**src/rtl/mips_cpu_harvard_run_monitor_if.sv**
```systemverilog
// CPU-facing signal bundle between the run monitor (master) and mips_cpu_harvard (slave).
interface mips_cpu_harvard_run_monitor_if;
   logic        cpu_active;
   logic [31:0] cpu_register_v0;
   logic        cpu_data_write;
   logic        cpu_reset;
   logic        cpu_clk_enable;

   modport master (
      input  cpu_active, cpu_register_v0, cpu_data_write,
      output cpu_reset, cpu_clk_enable
   );

   modport slave (
      output cpu_active, cpu_register_v0, cpu_data_write,
      input  cpu_reset, cpu_clk_enable
   );
endinterface

```
**src/rtl/mips_cpu_harvard_run_monitor.sv**
```systemverilog
// Run controller for mips_cpu_harvard: resets the CPU, times the run, enforces a
// timeout and checks register_v0 against an expected value on halt.
module mips_cpu_harvard_run_monitor #(
   parameter int unsigned TIMEOUT_CYCLES = 100,
   parameter int unsigned RESET_CYCLES   = 1
) (
   input  logic                           clk,
   input  logic                           reset,
   input  logic                           start,
   input  logic [31:0]                    expected_v0,
   mips_cpu_harvard_run_monitor_if.master cpu,
   output logic                           busy,
   output logic                           done,
   output logic                           pass,
   output logic                           timeout,
   output logic                           no_start,
   output logic [31:0]                    result_v0,
   output logic [31:0]                    cycles,
   output logic [15:0]                    store_count
);

   localparam int unsigned RCW = $clog2(RESET_CYCLES + 1);

   typedef enum logic [2:0] {S_IDLE, S_RST, S_CHECK, S_RUN, S_DRAIN, S_DONE} state_t;

   state_t          state_q, state_d;
   logic [RCW-1:0]  rst_cnt_q, rst_cnt_d;
   logic [31:0]     expected_q, expected_d;
   logic            first_q, first_d;
   logic            pass_d, timeout_d, no_start_d;
   logic [31:0]     result_d, cycles_d, cycles_inc;
   logic [15:0]     store_d, store_inc;
   logic            cpu_reset_q, clk_en_q;

   assign cycles_inc = (cycles == '1) ? cycles : cycles + 32'd1;
   assign store_inc  = (store_count == '1) ? store_count : store_count + 16'd1;

   assign cpu.cpu_reset      = cpu_reset_q;
   assign cpu.cpu_clk_enable = clk_en_q;

   always_comb begin
      state_d    = state_q;
      rst_cnt_d  = rst_cnt_q;
      expected_d = expected_q;
      first_d    = first_q;
      pass_d     = pass;
      timeout_d  = timeout;
      no_start_d = no_start;
      result_d   = result_v0;
      cycles_d   = cycles;
      store_d    = store_count;
      case (state_q)
         S_IDLE, S_DONE: begin
            if (start) begin
               expected_d = expected_v0;
               rst_cnt_d  = RCW'(RESET_CYCLES);
               pass_d     = 1'b0;
               timeout_d  = 1'b0;
               no_start_d = 1'b0;
               result_d   = '0;
               cycles_d   = '0;
               store_d    = '0;
               state_d    = S_RST;
            end
         end
         S_RST: begin
            if (rst_cnt_q != '0) rst_cnt_d = rst_cnt_q - RCW'(1);
            if (rst_cnt_q <= RCW'(1)) state_d = S_CHECK;
         end
         S_CHECK: begin
            first_d = 1'b1;
            state_d = S_RUN;
         end
         S_RUN: begin
            first_d  = 1'b0;
            cycles_d = cycles_inc;
            if (cpu.cpu_data_write) store_d = store_inc;
            // A halt seen on the timeout cycle still drains and is judged by v0.
            if (!cpu.cpu_active) begin
               if (first_q) begin
                  no_start_d = 1'b1;
                  state_d    = S_DONE;
               end else begin
                  state_d = S_DRAIN;
               end
            end else if (cycles_inc >= TIMEOUT_CYCLES) begin
               timeout_d = 1'b1;
               state_d   = S_DONE;
            end
         end
         S_DRAIN: begin
            result_d = cpu.cpu_register_v0;
            pass_d   = (cpu.cpu_register_v0 == expected_q);
            state_d  = S_DONE;
         end
         default: state_d = S_IDLE;
      endcase
   end

   always_ff @(posedge clk or negedge reset) begin
      if (!reset) begin
         state_q     <= S_IDLE;
         rst_cnt_q   <= '0;
         expected_q  <= '0;
         first_q     <= 1'b0;
         pass        <= 1'b0;
         timeout     <= 1'b0;
         no_start    <= 1'b0;
         result_v0   <= '0;
         cycles      <= '0;
         store_count <= '0;
         cpu_reset_q <= 1'b1;
         clk_en_q    <= 1'b0;
         busy        <= 1'b0;
         done        <= 1'b0;
      end else begin
         state_q     <= state_d;
         rst_cnt_q   <= rst_cnt_d;
         expected_q  <= expected_d;
         first_q     <= first_d;
         pass        <= pass_d;
         timeout     <= timeout_d;
         no_start    <= no_start_d;
         result_v0   <= result_d;
         cycles      <= cycles_d;
         store_count <= store_d;
         // Control outputs are registered from the next state so none is combinational.
         cpu_reset_q <= (state_d == S_IDLE) || (state_d == S_RST);
         clk_en_q    <= (state_d == S_RST) || (state_d == S_CHECK) ||
                        (state_d == S_RUN) || (state_d == S_DRAIN);
         busy        <= (state_d == S_RST) || (state_d == S_CHECK) ||
                        (state_d == S_RUN) || (state_d == S_DRAIN);
         done        <= (state_d == S_DONE);
      end
   end

endmodule

```
**src/flat_wrapper.sv**
```systemverilog
// flat-port wrapper written by rule: the top's interface ports become plain ports
module mips_cpu_harvard_run_monitor_flat 
#(
   parameter int unsigned TIMEOUT_CYCLES = 100,
   parameter int unsigned RESET_CYCLES   = 1
)
  (clk, reset, start, expected_v0, busy, done, pass, timeout, no_start, result_v0, cycles, store_count, cpu_cpu_active, cpu_cpu_register_v0, cpu_cpu_data_write, cpu_cpu_reset, cpu_cpu_clk_enable);
  mips_cpu_harvard_run_monitor_if cpu_i ();
  input  logic clk;
  input  logic reset;
  input  logic start;
  input  logic [31:0] expected_v0;
  output logic busy;
  output logic done;
  output logic pass;
  output logic timeout;
  output logic no_start;
  output logic [31:0] result_v0;
  output logic [31:0] cycles;
  output logic [15:0] store_count;
  input wire logic [$bits(cpu_i.cpu_active)-1:0] cpu_cpu_active;
  input wire logic [$bits(cpu_i.cpu_register_v0)-1:0] cpu_cpu_register_v0;
  input wire logic [$bits(cpu_i.cpu_data_write)-1:0] cpu_cpu_data_write;
  output wire logic [$bits(cpu_i.cpu_reset)-1:0] cpu_cpu_reset;
  output wire logic [$bits(cpu_i.cpu_clk_enable)-1:0] cpu_cpu_clk_enable;
  assign cpu_i.cpu_active = cpu_cpu_active;
  assign cpu_i.cpu_register_v0 = cpu_cpu_register_v0;
  assign cpu_i.cpu_data_write = cpu_cpu_data_write;
  assign cpu_cpu_reset = cpu_i.cpu_reset;
  assign cpu_cpu_clk_enable = cpu_i.cpu_clk_enable;
  mips_cpu_harvard_run_monitor #(.TIMEOUT_CYCLES(TIMEOUT_CYCLES), .RESET_CYCLES(RESET_CYCLES)) u_core (.clk(clk), .reset(reset), .start(start), .expected_v0(expected_v0), .cpu(cpu_i), .busy(busy), .done(done), .pass(pass), .timeout(timeout), .no_start(no_start), .result_v0(result_v0), .cycles(cycles), .store_count(store_count));
endmodule
```
**config.mk**
```make
export PLATFORM = sky130hd
export DESIGN_NAME = mips_cpu_harvard_run_monitor_flat
export DESIGN_NICKNAME = d
export VERILOG_FILES = /design/src/rtl/mips_cpu_harvard_run_monitor_if.sv /design/src/rtl/mips_cpu_harvard_run_monitor.sv /design/src/flat_wrapper.sv
export SDC_FILE = /design/constraint.sdc
export NUM_CORES = 1
export LEC_CHECK = 0
export CAP_MARGIN = 20
export CORE_MARGIN = 2
export CORE_UTILIZATION = 40
export DETAILED_ROUTE_END_ITERATION = 6
export GPL_ROUTABILITY_DRIVEN = 0
export PLACE_DENSITY = 0.69
export SETUP_SLACK_MARGIN = 0.3
export SYNTH_ARGS = -nofsm -noshare
export SYNTH_HDL_FRONTEND = slang
export SYNTH_SLANG_ARGS = --single-unit
```
**constraint.sdc**
```tcl
create_clock -name clk -period 2.75 [get_ports clk]
set_input_delay 0.275 -clock clk [delete_from_list [all_inputs] [get_ports clk]]
set_output_delay 0.275 -clock clk [all_outputs]
set_load 0.005 [all_outputs]
```
==> flow_results.xml, run 1 <==
<?xml version="1.0" encoding="UTF-8"?>
<metrics>
  <group name="floorplan">
    <metric name="placement_rows" unit="">46</metric>
    <metric name="design.die.area" unit="µm²">17540</metric>
    <metric name="core_area" unit="µm²">16000</metric>
    <metric name="num_io_pins" unit="">156</metric>
    <metric name="floorplan.initialDensity" unit="%">41.24</metric>
    <metric name="die-width" unit="µm">132.4</metric>
    <metric name="floorplan.die.height" unit="µm">132.4</metric>
  </group>
  <group name="synthesis">
    <metric name="share_of_synthesized_registers_carrying_an_async_set_or_reset" unit="%">100.0</metric>
    <metric name="syn-mean-instance-area" unit="µm²">8.660</metric>
    <metric name="yosys.area.top_type" unit="">dfrtp_1</metric>
    <metric name="synthTopCellsByCount" unit="">208 x nand2_1, 121 x dfrtp_1, 51 x nand3_1, 45 x nor2_1, 42 x o21ai_0</metric>
    <metric name="yosysUniqueCellTypes" unit="">62</metric>
    <metric name="synth_flop_cell" unit="">dfrtp_1</metric>
    <metric name="ys_seq_area_share" unit="%">46.28</metric>
    <metric name="ys_seq_elements" unit="">122</metric>
    <metric name="yosysWarningCount" unit="">0</metric>
    <metric name="yosys.area.top_type_share" unit="%">45.89</metric>
    <metric name="synth.most_common_cell" unit="">nand2_1</metric>
    <metric name="syn_inst" unit="">762</metric>
    <metric name="ys_top_cells_by_area" unit="">dfrtp_1 46%, nand2_1 12%, xor2_1 4.2%, nand3_1 3.9%, o21ai_0 3.2%</metric>
    <metric name="synth_enable_flop_cells" unit="">0</metric>
    <metric name="synth_nets" unit="">833</metric>
    <metric name="syn_area" unit="µm²">6599</metric>
  </group>
  <group name="timing">
    <metric name="finalCritPeriodShare" unit="%">95.01</metric>
    <metric name="finalSetupViolations" unit="">0</metric>
    <metric name="grt_setup_unrepaired" unit="">yes</metric>
    <metric name="setup_tns" unit="ns">0</metric>
    <metric name="worst_pin_slew" unit="ns">0.6429</metric>
    <metric name="setup_ws" unit="ns">0.1373</metric>
    <metric name="post-route-min-period" unit="ns">2.613</metric>
    <metric name="final_max_slew_viols" unit="">0</metric>
    <metric name="fin_hold_ws" unit="ns">0.3814</metric>
    <metric name="fmax" unit="MHz">382.7</metric>
    <metric name="fin_worst_skew" unit="ns">0.009271</metric>
    <metric name="slew_headroom" unit="%">57.14</metric>
    <metric name="final_hold_viol_count" unit="">0</metric>
  </group>
  <group name="clocking">
    <metric name="clk_transition_reported_paths" unit="ns">0.06</metric>
    <metric name="tritoncts_num_sinks" unit="">122</metric>
    <metric name="numCtsBuffers" unit="">17</metric>
    <metric name="root_buffer_cell" unit="">clkbuf_16</metric>
    <metric name="worstSkewPairLatency" unit="ns">0.42</metric>
    <metric name="cts_htree_levels" unit="">4</metric>
    <metric name="clk_path_buf_depth" unit="">2</metric>
    <metric name="cts_tree" unit="">yes</metric>
  </group>
  <group name="power_and_ir_drop">
    <metric name="internal_power" unit="W">0.005419</metric>
    <metric name="p_comb_share" unit="%">35.0</metric>
    <metric name="vdd_ir_drop_max" unit="mV">0.4946</metric>
    <metric name="clkPwrFrac" unit="%">30.7</metric>
    <metric name="power_density" unit="nW/µm²">856.6</metric>
    <metric name="switching_power" unit="W">0.002757</metric>
    <metric name="p_seq_share" unit="%">34.3</metric>
    <metric name="power.switching_fraction" unit="%">33.72</metric>
    <metric name="power_leakage" unit="nW">4.250</metric>
  </group>
  <group name="critical_path">
    <metric name="timing.critical_path.to_type" unit="">flip-flop</metric>
    <metric name="reg2reg_setup_slack" unit="ns">0.14</metric>
    <metric name="critPathKind" unit="">reg -&gt; reg</metric>
    <metric name="worst-endpoint-arrival" unit="ns">2.91</metric>
    <metric name="critical_path.max_fanout" unit="">5</metric>
    <metric name="cp_data_required_time" unit="ns">3.05</metric>
    <metric name="worstSetupStartpointType" unit="">flip-flop</metric>
  </group>
  <group name="routing">
    <metric name="num_vias" unit="">6363</metric>
    <metric name="drc_errors" unit="">0</metric>
    <metric name="drt_first_iter_violations" unit="">480</metric>
    <metric name="wl_per_cell" unit="µm">17.63</metric>
    <metric name="wl" unit="µm">20840</metric>
    <metric name="detail_route.first_pass.iterations" unit="">5</metric>
    <metric name="vias_per_cell" unit="">5.383</metric>
    <metric name="postRouteAntennaNets" unit="">0</metric>
  </group>
  <group name="final_layout">
    <metric name="layout.area.seq" unit="µm²">3062</metric>
    <metric name="layout.nets" unit="">1024</metric>
    <metric name="final_layout_size_suffix_gt1_share" unit="%">16.05</metric>
    <metric name="area_growth_syn_to_layout" unit="%">44.63</metric>
    <metric name="antenna_cells_inserted" unit="">0</metric>
    <metric name="multi_input_area" unit="µm²">3422</metric>
    <metric name="final_cell_area" unit="µm²">9544</metric>
    <metric name="layout.filler_cells" unit="">1414</metric>
    <metric name="finalCoreUtilization" unit="%">59.65</metric>
  </group>
  <group name="global_routing">
    <metric name="grt_first_pass_wirelength" unit="µm">32570</metric>
    <metric name="number_of_antenna_violations_at_the_first_check_in_global_routing" unit="">1</metric>
    <metric name="grt_start_max_net_pins" unit="">66</metric>
    <metric name="total_congestion_overflow" unit="">0</metric>
    <metric name="first_global_vias" unit="">6130</metric>
    <metric name="track_usage" unit="%">23.44</metric>
  </group>
  <group name="placement">
    <metric name="placedInstanceArea" unit="µm²">8630</metric>
    <metric name="placement.setup.worst_slack" unit="ns">0.09610</metric>
    <metric name="port-buffer-count" unit="">155</metric>
    <metric name="post-dp-hpwl" unit="µm">14510</metric>
  </group>
  <group name="run_status">
    <metric name="run_status" unit="">finished, final reports clean</metric>
  </group>
  <group name="hold_path">
    <metric name="min-delay-path-class" unit="">in -&gt; reg</metric>
  </group>
  <group name="run">
    <metric name="drv_cap" unit="">0</metric>
  </group>
</metrics>
kinds of logic (layout without fill, tap and decap cells):
kind of cell               Yosys count  in the layout  share of synthesized area (%)
muxes                                1              1                         0.1706
buffers and inverters               59            263                          4.437
adders and majority gates            2              2                         0.3792
xor gates and xnor gates            56             56                          7.433
DFF                                122            122                          46.28
AOI/OAI and AO/OA                  122            122                          12.10
and+or+nand+nor                    400            400                          29.20
flip-flops by register name (all words and copies together) (netlist names):
| register | flops |
|---|---|
| u_core.expected_q | 32 |
| u_core.busy | 1 |
| u_core.store_count | 16 |
| u_core.state_q | 3 |
| u_core.done | 1 |
| u_core.no_start | 1 |
| u_core.result_v0 | 32 |
| u_core.cycles | 32 |
| u_core.first_q | 1 |
| u_core.timeout | 1 |
| u_core.cpu.cpu_reset | 1 |
| u_core.pass | 1 |
metal layers:
metal  GRT usage (%)  vias up  share of wire, %
met5               0        -             0.077
met4           10.16        2               2.4
met3           5.441       48               6.8
met2           35.69      285                46
met1           32.06     2997                44
li1                -     3031                 -
layout by cell type (no fill, tap or decap), types with 13 or more instances in the layout:
master | synthesis | final
nand2_1 | 208 | 208
clkdlybuf4s50_1 | 0 | 154
dfrtp_1 | 121 | 115
buf_4 | 6 | 68
nand3_1 | 51 | 51
nor2_1 | 45 | 43
o21ai_0 | 42 | 41
xor2_1 | 32 | 32
xnor2_1 | 24 | 24
nand4_1 | 21 | 21
a21oi_1 | 21 | 20
clkbuf_16 | 0 | 17
a31oi_1 | 13 | 13
power groups by stage:
stage	registers, W	logic (W)	clock network, W
2_1_floorplan	0.00276	0.00146	0
3_3_place_gp	0.00280	0.00276	0
3_5_place_dp	0.00281	0.00280	0
4_1_cts	0.00279	0.00284	0.00255
5_1_grt	0.00288	0.00313	0.00262
6_report	0.00280	0.00286	0.00251
repair_timing:
| item | 4_1_cts | 5_1_grt |
|---|---|---|
| hold buffers | 1 | 0 |
| resized for setup | 19 | 14 |
| pin swaps | 13 | 4 |
| setup buffers | 13 | 1 |
| endpoints found under the hold margin | 46 | 0 |
| endpoints found under the setup margin | 7 | 11 |
worst max-delay path, cell delays in order (launching register included):
cell	delay, ns
dfrtp_1	0.40
buf_4	0.15
and4_2	0.26
and4_1	0.27
nand2_1	0.14
buf_4	0.16
and4_1	0.27
o21ai_2	0.09
nor4_4	0.34
nand4_2	0.20
a22o_1	0.22
layout make-up:
class	count	share of cell area, %
clock buffers	19	4.746
clock inverters	13	2.242
inverters	5	0.1966
multi-input cells	581	35.85
flip-flops and latches	122	32.08
well taps	216	2.832
repair buffers	226	22.05
path summary, 6_finish.rpt:
check	from	endpoint	cells past startpoint
max	u_core.cycles[10]	u_core.state_q[2]	10
min	expected_v0[28]	u_core.expected_q[28]	3
max reg2reg	u_core.cycles[10]	u_core.state_q[2]	10
min reg2reg	u_core.expected_q[2]	u_core.expected_q[2]	2
max in group asynchronous	reset	u_core.cpu.cpu_reset	3
min in group asynchronous	reset	u_core.cycles[3]	2
stage by stage:
step,instances,power [W]
3_3_place_gp,1135,0.005564
5_1_grt,1182,0.008641
2_1_floorplan,762,0.004220
6_report,1182,0.008175
4_1_cts,1181,0.008186
3_5_place_dp,1135,0.005608
Note: power is estimated with default switching activity, not from simulation.
==> inputs of run 2 (changes only) <==
CORE_UTILIZATION = 46   (was 40)
PLACE_DENSITY = 0.78   (was 0.69)
==> run 2 against run 1 <==
Effect of this change: global-route usage increased by 4.2 points; clock power decreased by 12%; routed wire length decreased by 3.1%; utilization increased by 7.5 points; critical path type unchanged.
==> flow_results.xml, run 2 (synthesis results as in run 1) <==
<?xml version="1.0" encoding="UTF-8"?>
<metrics>
  <group name="run_status">
    <metric name="run_status" unit="">finished, final reports clean</metric>
  </group>
  <group name="floorplan">
    <metric name="floorplan.initialDensity" unit="%">47.36</metric>
    <metric name="floorplan.die.height" unit="µm">123.8</metric>
    <metric name="core_area" unit="µm²">13930</metric>
    <metric name="num_io_pins" unit="">156</metric>
    <metric name="design.die.area" unit="µm²">15320</metric>
    <metric name="die-width" unit="µm">123.8</metric>
    <metric name="placement_rows" unit="">43</metric>
  </group>
  <group name="power_and_ir_drop">
    <metric name="p_seq_share" unit="%">35.7</metric>
    <metric name="power.switching_fraction" unit="%">34.55</metric>
    <metric name="internal_power" unit="W">0.005121</metric>
    <metric name="vdd_ir_drop_max" unit="mV">0.5794</metric>
    <metric name="switching_power" unit="W">0.002703</metric>
    <metric name="p_comb_share" unit="%">36.2</metric>
    <metric name="power_density" unit="nW/µm²">835.5</metric>
    <metric name="clkPwrFrac" unit="%">28.1</metric>
    <metric name="power_leakage" unit="nW">4.194</metric>
  </group>
  <group name="timing">
    <metric name="final_hold_viol_count" unit="">0</metric>
    <metric name="grt_setup_unrepaired" unit="">yes</metric>
    <metric name="final_max_slew_viols" unit="">0</metric>
    <metric name="post-route-min-period" unit="ns">2.659</metric>
    <metric name="worst_pin_slew" unit="ns">0.5359</metric>
    <metric name="finalCritPeriodShare" unit="%">96.70</metric>
    <metric name="fmax" unit="MHz">376.0</metric>
    <metric name="finalSetupViolations" unit="">0</metric>
    <metric name="slew_headroom" unit="%">64.27</metric>
    <metric name="setup_tns" unit="ns">0</metric>
    <metric name="fin_worst_skew" unit="ns">0.006246</metric>
  </group>
  <group name="routing">
    <metric name="wl" unit="µm">20190</metric>
    <metric name="wl_per_cell" unit="µm">17.60</metric>
    <metric name="vias_per_cell" unit="">5.710</metric>
    <metric name="drc_errors" unit="">0</metric>
    <metric name="drt_first_iter_violations" unit="">597</metric>
    <metric name="detail_route.first_pass.iterations" unit="">7</metric>
    <metric name="num_vias" unit="">6549</metric>
    <metric name="postRouteAntennaNets" unit="">0</metric>
  </group>
  <group name="global_routing">
    <metric name="grt_start_max_net_pins" unit="">67</metric>
    <metric name="number_of_antenna_violations_at_the_first_check_in_global_routing" unit="">1</metric>
    <metric name="total_congestion_overflow" unit="">0</metric>
    <metric name="first_global_vias" unit="">6293</metric>
    <metric name="grt_first_pass_wirelength" unit="µm">32260</metric>
    <metric name="track_usage" unit="%">27.62</metric>
  </group>
  <group name="clocking">
    <metric name="clk_path_buf_depth" unit="">2</metric>
    <metric name="root_buffer_cell" unit="">clkbuf_16</metric>
    <metric name="cts_htree_levels" unit="">4</metric>
    <metric name="clk_transition_reported_paths" unit="ns">0.05</metric>
    <metric name="numCtsBuffers" unit="">17</metric>
    <metric name="worstSkewPairLatency" unit="ns">0.42</metric>
    <metric name="tritoncts_num_sinks" unit="">122</metric>
    <metric name="cts_tree" unit="">yes</metric>
  </group>
  <group name="hold_path">
    <metric name="min-delay-path-class" unit="">in -&gt; async</metric>
  </group>
  <group name="final_layout">
    <metric name="layout.nets" unit="">1024</metric>
    <metric name="layout_common_cells" unit="">208 x nand2_1, 154 x clkdlybuf4s50_1, 116 x dfrtp_1, 67 x buf_4, 51 x nand3_1</metric>
    <metric name="layout_commonest_cell" unit="">nand2_1</metric>
    <metric name="largest_registers" unit="">u_core.cycles: 32 flops, u_core.expected_q: 32 flops, u_core.result_v0: 32 flops</metric>
    <metric name="finalCoreUtilization" unit="%">67.20</metric>
    <metric name="final_layout_size_suffix_gt1_share" unit="%">15.32</metric>
    <metric name="area_growth_syn_to_layout" unit="%">41.90</metric>
    <metric name="layout.filler_cells" unit="">1107</metric>
    <metric name="non_filler_cells_final" unit="">1147</metric>
  </group>
  <group name="critical_path">
    <metric name="critPathKind" unit="">reg -&gt; reg</metric>
    <metric name="cp_data_required_time" unit="ns">3.05</metric>
    <metric name="startpoint_of_the_worst_register_to_register_path" unit="">u_core.cycles[15]</metric>
    <metric name="critical_path.max_fanout" unit="">6</metric>
    <metric name="critical_path.startpoint" unit="">u_core.cycles[15]</metric>
    <metric name="timing.critical_path.to_type" unit="">flip-flop</metric>
    <metric name="worst-endpoint-arrival" unit="ns">2.96</metric>
    <metric name="worstSetupStartpointType" unit="">flip-flop</metric>
  </group>
  <group name="placement">
    <metric name="port-buffer-count" unit="">155</metric>
    <metric name="placed_cells" unit="">1095</metric>
    <metric name="post-dp-hpwl" unit="µm">13840</metric>
  </group>
  <group name="run">
    <metric name="drv_cap" unit="">0</metric>
  </group>
</metrics>
## run 2: cell types whose count changed in the layout (fill, tap and decap cells not counted), moves of 2 or more
cell / change
clkinv_2: +3
clkbuf_1: +2
and4_4: +2
bufinv_16: -3
o2111ai_2: +2
o31ai_4: -2
nor4_4: -2
## run 2: cell type report
| cell class | instances | area (µm²) | area share, % |
|---|---|---|---|
| Antenna cell | 1 | 2.502 | 0.02672 |
| Timing Repair Buffer | 226 | 2117 | 22.61 |
| Clock buffer | 21 | 460.4 | 4.917 |
| Multi-Input combinational cell | 581 | 3358 | 35.86 |
| Inverter | 5 | 18.77 | 0.2004 |
| Tap cell | 180 | 225.2 | 2.405 |
| Clock inverter | 11 | 121.4 | 1.296 |
| Sequential cell | 122 | 3060 | 32.68 |
## run 2: critical path, stage by stage, from the launching register on
cell and delay [ns]:
dfrtp_1 0.36, buf_4 0.16, nand2_1 0.17, or3_1 0.42
nor3_1 0.34, and4_1 0.29, o2111ai_2 0.14, nor4_4 0.23
nand4_1 0.16, a32o_1 0.27
## run 2: path summary, 6_finish.rpt
path	end	slack (ns)	depth (start not counted)
max	u_core.timeout	0.09	9
min	u_core.cycles[1]	0.38	2
max reg2reg	u_core.timeout	0.09	9
min reg2reg	u_core.expected_q[27]	0.49	2
max in group asynchronous	u_core.result_v0[19]	1.61	3
min in group clk	u_core.expected_q[29]	0.38	3
## run 2: power groups by stage
stage | clock network [W] | registers, W | logic [W]
4_1_cts | 0.00223 | 0.00279 | 0.00282
5_1_grt | 0.00232 | 0.00287 | 0.00312
2_1_floorplan | 0 | 0.00276 | 0.00146
3_3_place_gp | 0 | 0.00279 | 0.00273
6_report | 0.00220 | 0.00279 | 0.00283
3_5_place_dp | 0 | 0.00280 | 0.00278
## run 2: through the flow
step / area, µm² / power (W) / hold slack (ns) / setup slack, ns
6_report: 9364 / 0.007824 / 0.3785 / 0.09067
3_3_place_gp: 8567 / 0.005521 / 0.2897 / 0.09501
5_1_grt: 9361 / 0.008306 / 0.3720 / -0.02982
3_5_place_dp: 8567 / 0.005577 / 0.2904 / 0.03139
4_1_cts: 9284 / 0.007836 / 0.3659 / 0.1984
2_1_floorplan: 6654 / 0.004220 / -0.02059 / 0.1162
## run 2: what timing repair did
item / in CTS / in global routing
hold buffers: 1 / 0
pin swaps: 8 / 8
gates resized for setup: 13 / 11
setup buffers: 13 / 5
setup endpoints to repair: 8 / 14
hold endpoints to repair: 37 / 0
## run 2: layer usage
layer  routed length (µm)  global-route usage [%]
met5                    0                       0
met4                  709                   12.86
met1                 8706                   37.65
met3                 1509                   6.319
met2                 9262                   41.86
==> inputs of run 3 (changes only) <==
--- a/config.mk
+++ b/config.mk
@@ -9,6 +9,6 @@
 export CORE_MARGIN = 2
-export CORE_UTILIZATION = 46
+export CORE_UTILIZATION = 54
 export DETAILED_ROUTE_END_ITERATION = 6
 export GPL_ROUTABILITY_DRIVEN = 0
-export PLACE_DENSITY = 0.78
+export PLACE_DENSITY = 0.86
 export SETUP_SLACK_MARGIN = 0.3
==> constraint.sdc (replaced) <==
create_clock -name clk -period 3.3 [get_ports clk]
set_input_delay 0.33 -clock clk [delete_from_list [all_inputs] [get_ports clk]]
set_output_delay 0.33 -clock clk [all_outputs]
set_load 0.1 [all_outputs]
==> run 3 against run 2 <==
Effect of this change: sequential power down 14%; clock power shrank 15%; global-route usage is 3.2 points higher; first-iteration DRC count is 21% higher; count of clock-buffer cells in the layout unchanged; utilization increased by 7.0 points; critical endpoint is now u_core.state_q[2]; largest cell class unchanged.
==> flow_results.xml, run 3 (synthesis results as in run 1) <==
<?xml version="1.0" encoding="UTF-8"?>
<metrics>
  <group name="critical_path">
    <metric name="timing.critical_path.to_type" unit="">flip-flop</metric>
    <metric name="timing.critical_path.mode_cell" unit="">and4_2</metric>
    <metric name="critical_path.max_fanout" unit="">11</metric>
    <metric name="worst-endpoint-arrival" unit="ns">3.19</metric>
    <metric name="reg2reg_setup_slack" unit="ns">0.42</metric>
    <metric name="timing.critical_path.max_delay_family" unit="">simple AND/OR/NAND/NOR gates</metric>
    <metric name="cp_slowest_stage_delay" unit="ns">0.50</metric>
    <metric name="startpoint_of_the_worst_register_to_register_path" unit="">u_core.cycles[0]</metric>
    <metric name="critical_path.startpoint" unit="">u_core.cycles[0]</metric>
    <metric name="reg2reg_depth" unit="">10</metric>
    <metric name="critical_path_buf_inv_count" unit="">1</metric>
    <metric name="r2r_end" unit="">u_core.state_q[2]</metric>
    <metric name="worstSetupStartpointType" unit="">flip-flop</metric>
    <metric name="critical_path.slowest_cell" unit="">dfrtp_4</metric>
    <metric name="critPathKind" unit="">reg -&gt; reg</metric>
    <metric name="cp_data_required_time" unit="ns">3.61</metric>
    <metric name="cp_cell_sequence" unit="">ha_1 &gt; and4_2 &gt; and4_2 &gt; nand2_1 &gt; buf_4 &gt; and4_1 &gt; o21ai_2 &gt; nor4_4 &gt; nand4_2 &gt; a22o_1</metric>
  </group>
  <group name="power_and_ir_drop">
    <metric name="power_leakage" unit="nW">3.835</metric>
    <metric name="power.total" unit="W">0.008556</metric>
    <metric name="power.switching_fraction" unit="%">49.99</metric>
    <metric name="power_density" unit="nW/µm²">964.1</metric>
    <metric name="clkPwrFrac" unit="%">22.0</metric>
    <metric name="p_seq_share" unit="%">27.9</metric>
    <metric name="internal_power" unit="W">0.004279</metric>
    <metric name="p_comb_share" unit="%">50.1</metric>
    <metric name="vdd_ir_drop_max" unit="mV">0.7903</metric>
    <metric name="switching_power" unit="W">0.004278</metric>
  </group>
  <group name="run">
    <metric name="drv_cap" unit="">0</metric>
  </group>
  <group name="clocking">
    <metric name="clk_path_buf_depth" unit="">2</metric>
    <metric name="root_buffer_cell" unit="">clkbuf_16</metric>
    <metric name="tritoncts_num_sinks" unit="">122</metric>
    <metric name="worstSkewPairLatency" unit="ns">0.43</metric>
    <metric name="cts_htree_levels" unit="">4</metric>
    <metric name="cts_tree" unit="">yes</metric>
    <metric name="numCtsBuffers" unit="">17</metric>
    <metric name="clk_transition_reported_paths" unit="ns">0.06</metric>
  </group>
  <group name="run_status">
    <metric name="run_status" unit="">finished, final reports clean</metric>
  </group>
  <group name="hold_path">
    <metric name="min-delay-path-class" unit="">in -&gt; reg</metric>
    <metric name="timing.hold.worst_endpoint" unit="">u_core.expected_q[17]</metric>
    <metric name="timing.hold.worst_path_depth" unit="">3</metric>
    <metric name="worst_hold_startpoint" unit="">expected_v0[17]</metric>
  </group>
  <group name="final_layout">
    <metric name="antenna_cells_inserted" unit="">0</metric>
    <metric name="final_cell_area" unit="µm²">8875</metric>
    <metric name="layout.nets" unit="">969</metric>
    <metric name="layout_commonest_cell" unit="">nand2_1</metric>
    <metric name="largest_registers" unit="">u_core.cycles: 32 flops, u_core.expected_q: 32 flops, u_core.result_v0: 32 flops</metric>
    <metric name="non_filler_cells_final" unit="">1058</metric>
    <metric name="layout.filler_cells" unit="">848</metric>
    <metric name="final_layout_size_suffix_gt1_share" unit="%">11.64</metric>
    <metric name="area_growth_syn_to_layout" unit="%">34.49</metric>
    <metric name="layout_common_cells" unit="">208 x nand2_1, 153 x clkdlybuf4s50_1, 90 x dfrtp_1, 51 x nand3_1, 44 x nor2_1</metric>
  </group>
  <group name="floorplan">
    <metric name="floorplan.initialDensity" unit="%">55.17</metric>
    <metric name="floorplan.die.height" unit="µm">114.5</metric>
    <metric name="die-width" unit="µm">114.5</metric>
    <metric name="core_area" unit="µm²">11960</metric>
    <metric name="design.die.area" unit="µm²">13120</metric>
    <metric name="num_io_pins" unit="">156</metric>
    <metric name="placement_rows" unit="">40</metric>
  </group>
  <group name="placement">
    <metric name="port-buffer-count" unit="">155</metric>
    <metric name="placedInstanceArea" unit="µm²">8238</metric>
    <metric name="placed_cells" unit="">1023</metric>
    <metric name="post-dp-hpwl" unit="µm">13580</metric>
    <metric name="placement.setup.worst_slack" unit="ns">0.3802</metric>
  </group>
  <group name="routing">
    <metric name="num_vias" unit="">6501</metric>
    <metric name="wl_per_cell" unit="µm">18.80</metric>
    <metric name="drc_errors" unit="">0</metric>
    <metric name="detail_route.first_pass.iterations" unit="">5</metric>
    <metric name="vias_per_cell" unit="">6.145</metric>
    <metric name="drt_first_iter_violations" unit="">721</metric>
    <metric name="postRouteAntennaNets" unit="">0</metric>
    <metric name="wl" unit="µm">19890</metric>
  </group>
  <group name="timing">
    <metric name="setup_ws" unit="ns">0.4199</metric>
    <metric name="finalSetupViolations" unit="">0</metric>
    <metric name="slew_headroom" unit="%">29.93</metric>
    <metric name="fmax" unit="MHz">347.2</metric>
    <metric name="finalCritPeriodShare" unit="%">87.28</metric>
    <metric name="final_max_slew_viols" unit="">0</metric>
    <metric name="fin_worst_skew" unit="ns">0.009281</metric>
    <metric name="final_hold_viol_count" unit="">0</metric>
    <metric name="post-route-min-period" unit="ns">2.880</metric>
    <metric name="setup_tns" unit="ns">0</metric>
    <metric name="worst_pin_slew" unit="ns">1.048</metric>
    <metric name="grt_setup_unrepaired" unit="">no</metric>
  </group>
  <group name="global_routing">
    <metric name="grt_first_pass_wirelength" unit="µm">31310</metric>
    <metric name="grt_start_max_net_pins" unit="">65</metric>
    <metric name="total_congestion_overflow" unit="">0</metric>
    <metric name="number_of_antenna_violations_at_the_first_check_in_global_routing" unit="">0</metric>
    <metric name="track_usage" unit="%">30.86</metric>
    <metric name="first_global_vias" unit="">6193</metric>
  </group>
</metrics>
==> run 3: how the worst max path moves through the flow <==
stage / endpoint / slack, ns / cells after the start
floorplan: u_core.timeout / 0.33 / 8
global placement: u_core.done / 0.47 / 9
detailed placement: u_core.state_q[2] / 0.38 / 9
CTS: u_core.state_q[2] / 0.32 / 9
global route: u_core.done / 0.33 / 8
finish: u_core.state_q[2] / 0.42 / 10
==> run 3: metal layers <==
metal  share of wire [%]  global-route usage [%]
met3                 9.5                   8.947
met1                  39                   39.79
met4                 4.3                   13.98
met2                  47                   48.32
met5                   0                       0
==> run 3: per-stage QoR <==
stage	hold WS, ns	util (%)
CTS	0.4214	73.94
finish	0.4321	74.19
detailed placement	0.4005	68.87
global placement	0.3896	68.78
global route	0.4405	74.19
floorplan	0.03441	-
==> run 3: timing repair <==
action / CTS / global route
resized for setup: 0 / 4
hold buffers: 1 / 0
endpoints found under the hold margin: 47 / 0
buffers inserted: 0 / 2
endpoints found under the setup margin: 0 / 5
==> run 3: area by class of cell <==
type / count / area (µm²) / area share, %
Clock buffer: 21 / 450.4 / 5.075
Clock inverter: 11 / 146.4 / 1.650
Inverter: 5 / 18.77 / 0.2115
Multi-Input combinational cell: 581 / 3292 / 37.09
Sequential cell: 122 / 3098 / 34.91
Tap cell: 147 / 183.9 / 2.072
Timing Repair Buffer: 171 / 1685 / 18.99
==> run 3: worst register-to-register path: stages, from the launching register on <==
cell     delay (ns)
dfrtp_4        0.50
ha_1           0.22
and4_2         0.30
and4_2         0.29
nand2_1        0.17
buf_4          0.21
and4_1         0.26
o21ai_2        0.09
nor4_4         0.33
nand4_2        0.17
a22o_1         0.24
==> run 3: power by group through the flow <==
stage          Combinational [W]  Clock (W)  Sequential, W
4_1_cts                  0.00428    0.00190        0.00238
5_1_grt                  0.00450    0.00198        0.00245
6_report                 0.00429    0.00188        0.00239
2_1_floorplan            0.00126          0        0.00424
3_5_place_dp             0.00425          0        0.00240
3_3_place_gp             0.00416          0        0.00237
